**config.mk**
```make
export PLATFORM = sky130hd
export DESIGN_NAME = load_store_unit
export DESIGN_NICKNAME = d
export VERILOG_FILES = /design/src/rtl/lsu_pkg.sv /design/src/rtl/load_store_unit.sv
export SDC_FILE = /design/constraint.sdc
export NUM_CORES = 1
export LEC_CHECK = 0
export ABC_AREA = 1
export BUFFER_PORTS_ARGS = -buffer_cell sky130_fd_sc_hd__buf_2
export CAP_MARGIN = 20
export CORE_ASPECT_RATIO = 1.25
export CORE_MARGIN = 4
export CORE_UTILIZATION = 49
export CTS_CLUSTER_DIAMETER = 30
export CTS_CLUSTER_SIZE = 24
export DETAILED_ROUTE_END_ITERATION = 10
export PLACE_DENSITY_LB_ADDON = 0.25
export SLEW_MARGIN = 30
export SYNTH_ARGS = -nofsm -noshare
export SYNTH_HDL_FRONTEND = slang
export SYNTH_SLANG_ARGS = --single-unit
```
**constraint.sdc**
```tcl
create_clock -name clk -period 3.3 [get_ports clk]
set_clock_uncertainty 0.05 [all_clocks]
set_input_delay 0.825 -clock clk [delete_from_list [all_inputs] [get_ports clk]]
set_output_delay 0.825 -clock clk [all_outputs]
set_load 0.1 [all_outputs]
```
**src/rtl/lsu_pkg.sv**
```systemverilog
// lsu_pkg: shared definitions for the load/store unit.
//   - Default values for the data width, word-address width and memory depth.
//   - FSM state type used by load_store_unit.
package lsu_pkg;

    localparam int unsigned LSU_DATA_W_DEF = 16;
    localparam int unsigned LSU_ADDR_W_DEF = 16;
    localparam int unsigned LSU_DEPTH_DEF  = 8;

    // Width of the external memory address and data buses.
    localparam int unsigned LSU_MEM_W = 16;

    typedef enum logic [1:0] {
        StIdle,
        StAccess,
        StResp
    } lsu_state_e;

endpackage

```
**src/rtl/load_store_unit.sv**
```systemverilog
// load_store_unit: single-outstanding load/store unit between a valid/ready
// request pipeline and an external, combinationally-read data memory.
//
// Flow: IDLE --accept--> ACCESS (one-cycle write strobe or read enable)
//       --> RESP (resp_valid held until resp_ready) --> IDLE.
// Minimum issue interval is three cycles.
//
// Ports:
//   clk, rst           rising-edge clock, asynchronous active-high reset
//   req_valid/ready    request handshake (ready only while idle)
//   req_we             1 = store, 0 = load
//   req_addr           word address (ADDR_W bits)
//   req_wdata          store data (DATA_W bits)
//   resp_valid/ready   response handshake
//   resp_rdata         load data, 0 for stores and rejected accesses
//   resp_err           access rejected (address check build only)
//   mem_access_addr    16-bit memory address, held between accesses
//   mem_write_data     16-bit store data, held between accesses
//   mem_write_en       one-cycle write strobe
//   mem_read           one-cycle read enable
//   mem_read_data      combinational read data from memory
//   busy               FSM not idle
//
// Build option: define LSU_ADDR_CHECK_EN to reject requests whose address is
// >= DEPTH. Rejected requests skip the memory access and respond with
// resp_err=1. Without it resp_err is constant 0 and the memory wraps on its
// low address bits.
module load_store_unit
    import lsu_pkg::*;
#(
    parameter int unsigned DATA_W = LSU_DATA_W_DEF,
    parameter int unsigned ADDR_W = LSU_ADDR_W_DEF,
    parameter int unsigned DEPTH  = LSU_DEPTH_DEF
) (
    input  logic                 clk,
    input  logic                 rst,

    input  logic                 req_valid,
    output logic                 req_ready,
    input  logic                 req_we,
    input  logic [ADDR_W-1:0]    req_addr,
    input  logic [DATA_W-1:0]    req_wdata,

    output logic                 resp_valid,
    input  logic                 resp_ready,
    output logic [DATA_W-1:0]    resp_rdata,
    output logic                 resp_err,

    output logic [LSU_MEM_W-1:0] mem_access_addr,
    output logic [LSU_MEM_W-1:0] mem_write_data,
    output logic                 mem_write_en,
    output logic                 mem_read,
    input  logic [LSU_MEM_W-1:0] mem_read_data,

    output logic                 busy
);

`ifdef LSU_ADDR_CHECK_EN
    localparam bit AddrCheck = 1'b1;
`else
    localparam bit AddrCheck = 1'b0;
`endif

    // Resizing goes through a vector at least as wide as both ends, so the
    // same slice performs zero-extension or truncation as the widths demand.
    localparam int unsigned AddrWide = (ADDR_W > LSU_MEM_W) ? ADDR_W : LSU_MEM_W;
    localparam int unsigned DataWide = (DATA_W > LSU_MEM_W) ? DATA_W : LSU_MEM_W;
    // Compare width large enough for any 32-bit DEPTH and any ADDR_W.
    localparam int unsigned CmpW     = ADDR_W + 32;

    lsu_state_e state;
    logic       we_q;

    logic [AddrWide-1:0]  addr_wide;
    logic [LSU_MEM_W-1:0] addr_mem;
    logic [DataWide-1:0]  wdata_wide;
    logic [LSU_MEM_W-1:0] wdata_mem;
    logic [DataWide-1:0]  rdata_wide;
    logic [DATA_W-1:0]    rdata_word;
    logic [CmpW-1:0]      addr_cmp;
    logic [CmpW-1:0]      depth_cmp;
    logic                 addr_oob;

    assign addr_wide  = AddrWide'(req_addr);
    assign addr_mem   = addr_wide[LSU_MEM_W-1:0];
    assign wdata_wide = DataWide'(req_wdata);
    assign wdata_mem  = wdata_wide[LSU_MEM_W-1:0];
    assign rdata_wide = DataWide'(mem_read_data);
    assign rdata_word = rdata_wide[DATA_W-1:0];

    assign addr_cmp  = CmpW'(req_addr);
    assign depth_cmp = CmpW'(DEPTH);
    // Constant 0 in the default build, so the reject path folds away.
    assign addr_oob  = AddrCheck && (addr_cmp >= depth_cmp);

    // Handshake status decodes straight from the state register.
    assign req_ready = (state == StIdle);
    assign busy      = (state != StIdle);

    // Async reset clears the strobes immediately, so an access interrupted by
    // reset never commits a write at a following edge.
    always_ff @(posedge clk or posedge rst) begin
        if (rst) begin
            state           <= StIdle;
            we_q            <= 1'b0;
            mem_access_addr <= '0;
            mem_write_data  <= '0;
            mem_write_en    <= 1'b0;
            mem_read        <= 1'b0;
            resp_valid      <= 1'b0;
            resp_rdata      <= '0;
            resp_err        <= 1'b0;
        end else begin
            case (state)
                StIdle: begin
                    if (req_valid) begin
                        if (addr_oob) begin
                            // Rejected: no memory traffic, bus values untouched.
                            state      <= StResp;
                            resp_valid <= 1'b1;
                            resp_rdata <= '0;
                            resp_err   <= 1'b1;
                        end else begin
                            state           <= StAccess;
                            we_q            <= req_we;
                            mem_access_addr <= addr_mem;
                            mem_write_data  <= wdata_mem;
                            mem_write_en    <= req_we;
                            mem_read        <= ~req_we;
                        end
                    end
                end

                StAccess: begin
                    state        <= StResp;
                    mem_write_en <= 1'b0;
                    mem_read     <= 1'b0;
                    resp_valid   <= 1'b1;
                    resp_rdata   <= we_q ? '0 : rdata_word;
                    resp_err     <= 1'b0;
                end

                StResp: begin
                    if (resp_ready) begin
                        state      <= StIdle;
                        resp_valid <= 1'b0;
                        resp_err   <= 1'b0;
                    end
                end

                default: begin
                    state        <= StIdle;
                    mem_write_en <= 1'b0;
                    mem_read     <= 1'b0;
                    resp_valid   <= 1'b0;
                end
            endcase
        end
    end

endmodule

```
==> flow_summary_export.csv, run 1 <==
group,metric,value,unit
status,status,"complete, no violations",
clocking,cts_sinks,54,
timing,fin_setup_tns,0,ns
timing,fin_crit_sh,0.6727,
worst_setup_path,cp_cell_sequence,"nor2_4 -> buf_2",
clocking,cts_htree_levels,2,
place,place_hpwl,3484,um
timing,timing.hold.ws,0.4204,ns
worst_setup_path,max_stage_delay,0.46,ns
route,drt_first_pass_iters,4,
timing,timing.slew.headroom,0.6519,
worst_setup_path,ff2ff_path_depth,5,
clocking,cts_tree,"yes",
min_path,worstHoldPathCells,2,
timing,drv_slew,0,
worst_setup_path,cp_max_fo,5,
min_path,hold_path_class,"register to register",
timing,setup_viol,0,
route,postRouteAntennaNets,0,
route,avgViaCountPerCell,4.721,
yosys,yosysSeqAreaShare,0.6228,
floorplanning,rows,26,
yosys,avgSynthCellArea,9.154,sq um
cells_and_area,fill_cells,368,
yosys,yosys_warnings,0,
route,totalWireLength,4840,um
cells_and_area,nNetsFinal,391,
min_path,hold_start,"resp_valid",
floorplanning,core_area,4197,sq um
global_routing,grt_pass1_wl,7576,um
route,avgRoutedWirePerCell,12.28,um
clocking,numCtsBuffers,5,
yosys,synth-seq-cells,54,
floorplanning,die-area,5563,sq um
worst_setup_path,cp-end-kind,"output pin",
clocking,clock_path_buffers,2,
timing,period_minus_slack,2.220,ns
worst_setup_path,ff2ff_setup_slack,1.68,ns
worst_setup_path,setup.worst_path.start_class,"register",
worst_setup_path,critical_path_arrival,1.34,ns
timing,finalHoldViolCount,0,
yosys,synth_cell_types,17,
clocking,clock_latency,0.29,ns
floorplanning,initial_utilization,0.5170,
cells_and_area,final_util,0.6601,
clocking,clk_pin_slew_worst_paths,0.08,ns
place,place_area,2694,sq um
cells_and_area,drive_gt1_frac,0.3491,
yosys,syn_nets,290,
min_path,holdPathEnd,"resp_valid",
timing,rsz0062_at_grt,"false",
worst_setup_path,rr_startpoint,"state[0]",
place,port_buffers,105,
timing,worst_pin_slew,0.5203,ns
worst_setup_path,cp.required,2.42,ns
route,drc,0,
yosys,syn_area,2170,sq um
route,drt_iter0_drc,64,
global_routing,antenna_found_initial,0,
clocking,cts_setup_buffers,0,
cells_and_area,final_area,2770,sq um
global_routing,grt_max_degree,36,
floorplanning,die_width,67.52,um
floorplanning,ios,107,
timing,fmax,0.4505,GHz
floorplanning,chipHeight,82.40,um
clocking,root_buffer,"clkbuf_8",
global_routing,grt_use_total,0.1767,
clocking,cts_hold_buffers,0,
worst_setup_path,worstReg2RegEnd,"mem_write_data[10]",
route,via_count,1860,
yosys,synth_cells,237,
global_routing,grt.overflow.total,0,
clocking,cts_resized,0,
worst_setup_path,slowest_stage,"dfrtp_1",
place,place_congestion,0.7081,
run,drv_cap,0,
cells_and_area,num_antenna_cells,0,
cells_and_area,synthToLayoutAreaGrowth,27.68,%
worst_setup_path,path_class,"register to output pin",
global_routing,grt_pass1_vias,1685,
[cells in the mapped netlist]
| master | instances | share of area |
|---|---|---|
| nor2_4 | 1 | 0.0052 |
| buf_4 | 4 | 0.014 |
| buf_1 | 2 | 0.0035 |
| buf_2 | 5 | 0.012 |
| buf_6 | 3 | 0.016 |
| nand2_4 | 1 | 0.0052 |
| nand3_1 | 33 | 0.076 |
| dfrtp_1 | 54 | 0.62 |
| inv_1 | 6 | 0.010 |
| o21ai_1 | 5 | 0.012 |
| nand3b_1 | 1 | 0.0035 |
| o21ai_0 | 12 | 0.028 |
| nand2_1 | 105 | 0.18 |
| nand2_2 | 1 | 0.0029 |
| a21oi_1 | 2 | 0.0046 |
| clkbuf_2 | 1 | 0.0023 |
| conb_1 | 1 | 0.0017 |
[metrics by stage]
step / cells / setup slack, ns
global placement: 387 / 1.416
global route: 394 / 1.015
floorplan: 237 / 0.9385
CTS: 394 / 1.068
detailed placement: 387 / 1.398
finish: 394 / 1.080
[cell usage in the layout, fill, tap and decap left out, drive strengths merged, types with 2 or more instances in the layout]
cell type  synthesis  layout
a21oi              2       2
buf               14     109
clkbuf             1       7
dfrtp             54      54
inv                6       6
nand2            107     107
nand3             33      33
o21ai             17      17
[state kept, by name, summed over array words and instances, names as in the netlist]
name	flops
mem_access_addr	16
mem_read	1
mem_write_data	16
mem_write_en	1
resp_rdata	16
resp_valid	1
state	2
we_q	1
[worst max-delay path, delay by kind of cell (launching register included)]
family	cells	cell delay, ns
AND/OR/NAND/NOR	1	0.16
flip-flops	1	0.46
buffers and inverters	1	0.44
[cell type report]
cell class | instances | area (sq um) | share of cell area
sequential | 54 | 1351 | 0.4878
clock buffer | 7 | 76.32 | 0.02755
tap | 56 | 70.07 | 0.02529
timing repair buffer | 109 | 555.5 | 0.2005
multi-input combinational | 162 | 694.4 | 0.2507
inverter | 6 | 22.52 | 0.008130
[routing by layer]
| metal | track usage | wire [um] |
|---|---|---|
| met4 | 0.04260 | 24 |
| met3 | 0.03924 | 393 |
| met5 | 0 | 0 |
| met2 | 0.3057 | 2339 |
| met1 | 0.2235 | 2083 |
[cell families after synthesis]
group / synth area share
AO/OA/AOI/OAI: 0.04383
buffers and inverters: 0.05709
flip-flops: 0.6228
other: 0.001728
AND/OR/NAND/NOR: 0.2745
[worst max path at each step]
stage / startpoint / endpoint / slack, ns / cells past startpoint
2_1_floorplan: state[0] / busy / 0.94 / 3
3_3_place_gp: state[0] / req_ready / 1.42 / 2
3_5_place_dp: state[0] / req_ready / 1.40 / 2
4_1_cts: state[0] / req_ready / 1.07 / 2
5_1_grt: state[0] / req_ready / 1.01 / 2
6_report: state[0] / req_ready / 1.08 / 2
Power of run 1 is not shown: default switching activity piles up to over one toggle a cycle in this logic, so the estimate is an artifact.
==> run 2: changes to the inputs <==
--- a/config.mk
+++ b/config.mk
@@ -5,12 +5,12 @@
 export SDC_FILE = /design/constraint.sdc
 export NUM_CORES = 1
 export LEC_CHECK = 0
-export ABC_AREA = 1
+export ABC_AREA = 0
 export BUFFER_PORTS_ARGS = -buffer_cell sky130_fd_sc_hd__buf_2
 export CAP_MARGIN = 20
 export CORE_ASPECT_RATIO = 1.25
 export CORE_MARGIN = 4
-export CORE_UTILIZATION = 49
+export CORE_UTILIZATION = 41
 export CTS_CLUSTER_DIAMETER = 30
 export CTS_CLUSTER_SIZE = 24
 export DETAILED_ROUTE_END_ITERATION = 10
==> constraint.sdc (replaced) <==
create_clock -name clk -period 1.87 [get_ports clk]
set_clock_uncertainty 0.05 [all_clocks]
set_input_delay 0.4675 -clock clk [delete_from_list [all_inputs] [get_ports clk]]
set_output_delay 0.4675 -clock clk [all_outputs]
set_load 0.1 [all_outputs]
==> flow_summary_export.csv, run 2 <==
group,metric,value,unit
status,status,"complete, no violations",
yosys,syn_area,2261,sq um
clocking,clock_latency,0.30,ns
floorplanning,die-area,6774,sq um
floorplanning,core_area,5225,sq um
yosys,synth.top_cell.area_share,0.5977,
floorplanning,initial_utilization,0.4327,
timing,fin_setup_tns,0,ns
cells_and_area,nNetsFinal,321,
yosys,synthTopCellsByCount,"dfrtp_1 (54), mux2_4 (29), nand2_1 (18), nand2b_1 (18), o21ai_0 (17)",
global_routing,grt_pass1_vias,1515,
worst_setup_path,setup.worst_path.start_class,"register",
worst_setup_path,ff2ff_setup_slack,0.21,ns
timing,rsz0062_at_grt,"false",
cells_and_area,drive_gt1_frac,0.5762,
yosys,syn_nets,214,
route,avgRoutedWirePerCell,13.95,um
timing,fin_crit_sh,0.9602,
cells_and_area,final-seq-area,1353,sq um
cells_and_area,synthToLayoutAreaGrowth,33.76,%
cells_and_area,multiInputGateArea,808.3,sq um
clocking,numCtsBuffers,5,
cells_and_area,num_antenna_cells,0,
clocking,cts_tree,"yes",
route,drc,0,
cells_and_area,final_cell_mix,"buf_2 (103), dfrtp_1 (53), mux2_4 (29), nand2b_1 (18), nand2_1 (18)",
global_routing,grt_pass1_wl,7307,um
global_routing,grt_use_total,0.1393,
worst_setup_path,path_class,"register to output pin",
yosys,synth_top_area_cell,"dfrtp_1",
cells_and_area,reg.largest.list,"mem_access_addr x16, mem_write_data x16, resp_rdata x16",
clocking,cts_hold_buffers,0,
worst_setup_path,worst_setup_path_startpoint,"state[1]",
route,drt_iter0_drc,44,
route,postRouteAntennaNets,0,
worst_setup_path,worstReg2RegEnd,"we_q",
yosys,synthArstFlopShare,1.000,
global_routing,grt.overflow.total,0,
clocking,clock_path_buffers,2,
worst_setup_path,ff2ff_path_depth,5,
yosys,yosysSeqAreaShare,0.5977,
clocking,clk_pin_slew_worst_paths,0.09,ns
worst_setup_path,cp.required,1.35,ns
timing,timing.hold.ws,0.1612,ns
route,drt_first_pass_iters,3,
timing,drv_slew,0,
floorplanning,die_width,74.42,um
yosys,yosysMostFrequentCell,"dfrtp_1",
route,totalWireLength,4616,um
worst_setup_path,rr_startpoint,"state[1]",
yosys,synth.area.top_cells,"dfrtp_1 (60%), mux2_4 (19%), nand2b_1 (5.0%)",
clocking,cts_htree_levels,2,
yosys,avgSynthCellArea,14.04,sq um
min_path,hold_path_class,"primary input to asynchronous set/reset pin",
cells_and_area,final_util,0.5788,
floorplanning,ios,107,
timing,fmax,0.5569,GHz
worst_setup_path,cp_max_fo,6,
global_routing,grt_max_degree,55,
place,port_buffers,105,
route,avgViaCountPerCell,4.565,
yosys,ys.flop_type,"dfrtp_1",
yosys,synth_cells,161,
clocking,root_buffer,"clkbuf_8",
yosys,synth_edf_count,0,
yosys,yosys_warnings,0,
clocking,cts_setup_buffers,0,
global_routing,antenna_found_initial,0,
timing,period_minus_slack,1.796,ns
yosys,synth-seq-cells,54,
place,place_hpwl,3408,um
run,drv_cap,0,
timing,finalHoldViolCount,0,
cells_and_area,fill_cells,455,
floorplanning,chipHeight,91.03,um
place,place_congestion,0.7481,
cells_and_area,mostFrequentLayoutCell,"buf_2",
clocking,cts_sinks,54,
timing,setup_viol,0,
floorplanning,rows,29,
worst_setup_path,cp-end-kind,"output pin",
yosys,synth_cell_types,21,
worst_setup_path,critical_path_arrival,1.28,ns
route,via_count,1511,
==> run 2: cell types whose count changed in the layout (fill, tap and decap cells not counted), sizes merged, moves of 2 or more <==
cell / before / now
nor2: 1 / 3
nand2: 107 / 18
nand3: 33 / 0
bufinv: 0 / 2
nand2b: 0 / 18
mux2: 0 / 33
inv: 6 / 2
==> run 2: through the flow <==
stage               std cells  setup WS (ns)  area [sq um]
global placement          323         0.2278          2880
detailed placement        323         0.2103          2880
finish                    331        0.07449          3024
CTS                       331        0.04640          3023
floorplan                 161       0.003348          2277
global route              331        0.01569          3024
==> run 2: how the worst max path moves through the flow <==
stage	endpoint	cells after the start
final	req_ready	3
after global routing	req_ready	3
after CTS	req_ready	3
after detailed placement	we_q	5
after global placement	we_q	5
after floorplan	mem_access_addr[0]	6
==> run 2: critical path, stage by stage (launching register included) <==
cell     delay (ns)
dfrtp_1        0.43
or2_4          0.32
inv_12         0.06
buf_12         0.16
==> run 2: cell type report <==
type | count | share of cell area
Inverter | 2 | 0.006620
Timing Repair Buffer | 109 | 0.2060
Sequential cell | 54 | 0.4472
Clock buffer | 6 | 0.02731
Tap cell | 62 | 0.02565
Multi-Input combinational cell | 96 | 0.2673
Clock inverter | 2 | 0.01986
==> run 2: kinds of logic (layout without fill, tap and decap cells) <==
group           Yosys count  after routing  synth area share
other cells               1              1          0.001659
simple gates             42             42           0.09574
flops                    54             54            0.5977
buf+inv                  11            119           0.04482
compound gates           19             19           0.04316
mux                      34             34            0.2169
==> run 2: routing by layer <==
metal / share of wire / GRT usage / up-vias
met5: 0 / 0 / -
met4: 0.016 / 0.05341 / 0
met3: 0.090 / 0.04530 / 6
met2: 0.48 / 0.2207 / 60
met1: 0.42 / 0.1747 / 701
li1: - / - / 744
==> run 2: what timing repair did <==
item                                    4_1_cts  5_1_grt
hold endpoints to repair                      0        0
resized for setup                             0        1
endpoints found under the setup margin        0        1
Power of run 2 is left out for the same reason.
==> run 3: changes to the inputs <==
==> constraint.sdc (replaced) <==
create_clock -name clk -period 1.87 [get_ports clk]
set_clock_uncertainty 0.05 [all_clocks]
set_input_delay 0.4675 -clock clk [delete_from_list [all_inputs] [get_ports clk]]
set_output_delay 0.4675 -clock clk [all_outputs]
set_load 0.005 [all_outputs]
==> flow_summary_export.csv, run 3 (synthesis results as in run 2) <==
group,metric,value,unit
floorplanning,chipHeight,91.03,um
worst_setup_path,cp-end-kind,"output pin",
worst_setup_path,worstReg2RegEnd,"mem_access_addr[3]",
clocking,root_buffer,"clkbuf_8",
cells_and_area,reg.largest.list,"mem_access_addr x16, mem_write_data x16, resp_rdata x16",
power,swShare,0.3062,
route,postRouteAntennaNets,0,
route,avgViaCountPerCell,4.527,
worst_setup_path,max_stage_delay,0.46,ns
worst_setup_path,path_buf_inv,2,
power,p_int,0.003218,W
clocking,numCtsBuffers,5,
worst_setup_path,cp_max_fo,7,
clocking,cts_resized,0,
timing,fmax,0.5816,GHz
timing,setup_viol,0,
clocking,cts_sinks,54,
clocking,clk_pin_slew_worst_paths,0.09,ns
power,power_frac_comb,0.423,
timing,rsz0062_at_grt,"false",
status,status,"complete, no violations",
run,drv_cap,0,
clocking,clock_path_buffers,2,
clocking,cts_tree,"yes",
route,totalWireLength,4477,um
worst_setup_path,path_class,"register to output pin",
worst_setup_path,cp.required,1.35,ns
floorplanning,rows,29,
global_routing,grt_use_total,0.1388,
worst_setup_path,critPathTopFamily,"flip-flops",
route,via_count,1494,
global_routing,grt.overflow.total,0,
worst_setup_path,cp_cell_sequence,"or2_4 -> inv_2 -> buf_2",
global_routing,grt_max_degree,55,
route,drt_first_pass_iters,3,
worst_setup_path,ff2ff_setup_slack,0.21,ns
worst_setup_path,critical_path_arrival,1.20,ns
power,seqPwrFrac,0.449,
power,power.switching,0.001420,W
cells_and_area,final_area,2929,sq um
global_routing,grt_pass1_vias,1543,
power,p_leak,1.539,nW
worst_setup_path,setup.worst_path.start_class,"register",
route,avgRoutedWirePerCell,13.57,um
power,power.total,0.004638,W
cells_and_area,synthToLayoutAreaGrowth,29.55,%
route,drc,0,
timing,period_minus_slack,1.719,ns
timing,fin_crit_sh,0.9195,
cells_and_area,num_antenna_cells,0,
power,peakVddDrop,0.7052,mV
place,place_ws,0.2378,ns
global_routing,grt_pass1_wl,7293,um
place,place_hpwl,3362,um
cells_and_area,nNetsFinal,321,
cells_and_area,drive_gt1_frac,0.5709,
floorplanning,initial_utilization,0.4327,
power,clkPwrFrac,0.128,
timing,drv_slew,0,
floorplanning,die-area,6774,sq um
clocking,cts_hold_buffers,0,
cells_and_area,fill_cells,466,
place,place_area,2850,sq um
place,port_buffers,105,
worst_setup_path,ff2ff_path_depth,5,
timing,worst_slack,0.1506,ns
clocking,cts_htree_levels,2,
timing,finalHoldViolCount,0,
clocking,cts_setup_buffers,0,
power,power_density,1584,nW/um^2
floorplanning,core_area,5225,sq um
timing,fin_setup_tns,0,ns
global_routing,antenna_found_initial,0,
worst_setup_path,slowest_stage,"dfrtp_1",
min_path,hold_path_class,"primary input to asynchronous set/reset pin",
place,place_congestion,0.7906,
clocking,clock_latency,0.30,ns
cells_and_area,mostFrequentLayoutCell,"buf_2",
floorplanning,ios,107,
worst_setup_path,rr_startpoint,"state[0]",
route,drt_iter0_drc,45,
cells_and_area,final_cell_mix,"buf_2 (105), dfrtp_1 (54), mux2_4 (29), nand2b_1 (18), nand2_1 (18)",
floorplanning,die_width,74.42,um
==> run 3: power groups by stage <==
stage / Clock [W] / Combinational (W) / Sequential (W)
after floorplan: 0 / 0.00120 / 0.00211
after global placement: 0 / 0.00197 / 0.00211
after detailed placement: 0 / 0.00201 / 0.00210
after CTS: 0.000627 / 0.00201 / 0.00210
after global routing: 0.000672 / 0.00216 / 0.00218
final: 0.000593 / 0.00196 / 0.00208
==> run 3: area by class of cell <==
class,count,area [sq um],area share
flip-flops and latches,54,1351,0.4613
multi-input cells,96,808.3,0.2760
repair buffers,109,605.6,0.2067
well taps,62,77.57,0.02648
clock buffers,5,68.82,0.02349
clock inverters,2,10.01,0.003417
inverters,2,7.507,0.002563
==> run 3: worst max path at each step <==
stage	start	endpoint	slack [ns]	cells past startpoint
floorplan	rst	mem_access_addr[0]	0.04	1
CTS	state[0]	req_ready	0.13	3
global placement	state[0]	mem_write_data[9]	0.28	5
detailed placement	state[0]	mem_write_data[5]	0.24	5
global route	state[0]	req_ready	0.05	3
finish	state[0]	req_ready	0.15	3
==> run 3: through the flow <==
stage / utilization / std cells / hold slack (ns)
floorplan: - / 161 / 0.4233
global placement: 0.5455 / 323 / 0.4123
detailed placement: 0.5455 / 323 / 0.4153
CTS: 0.5606 / 330 / 0.1523
global route: 0.5606 / 330 / 0.1851
finish: 0.5606 / 330 / 0.1517
==> run 3: worst reg2reg max path: cells and delay by family (launching register included) <==
family / cells / cell delay, ns
and+or+nand+nor: 2 / 0.47
buffers and inverters: 2 / 0.24
DFF: 1 / 0.46
muxes: 1 / 0.32
==> run 3: metal layers <==
layer  GRT usage  vias up  routed length, um
met5           0        -                  0
met4     0.05490        0                 86
met3     0.04641        8                436
met2      0.2126       68               2049
met1      0.1794      677               1904
li1            -      741                  -
(Power assumes the default switching activity.)
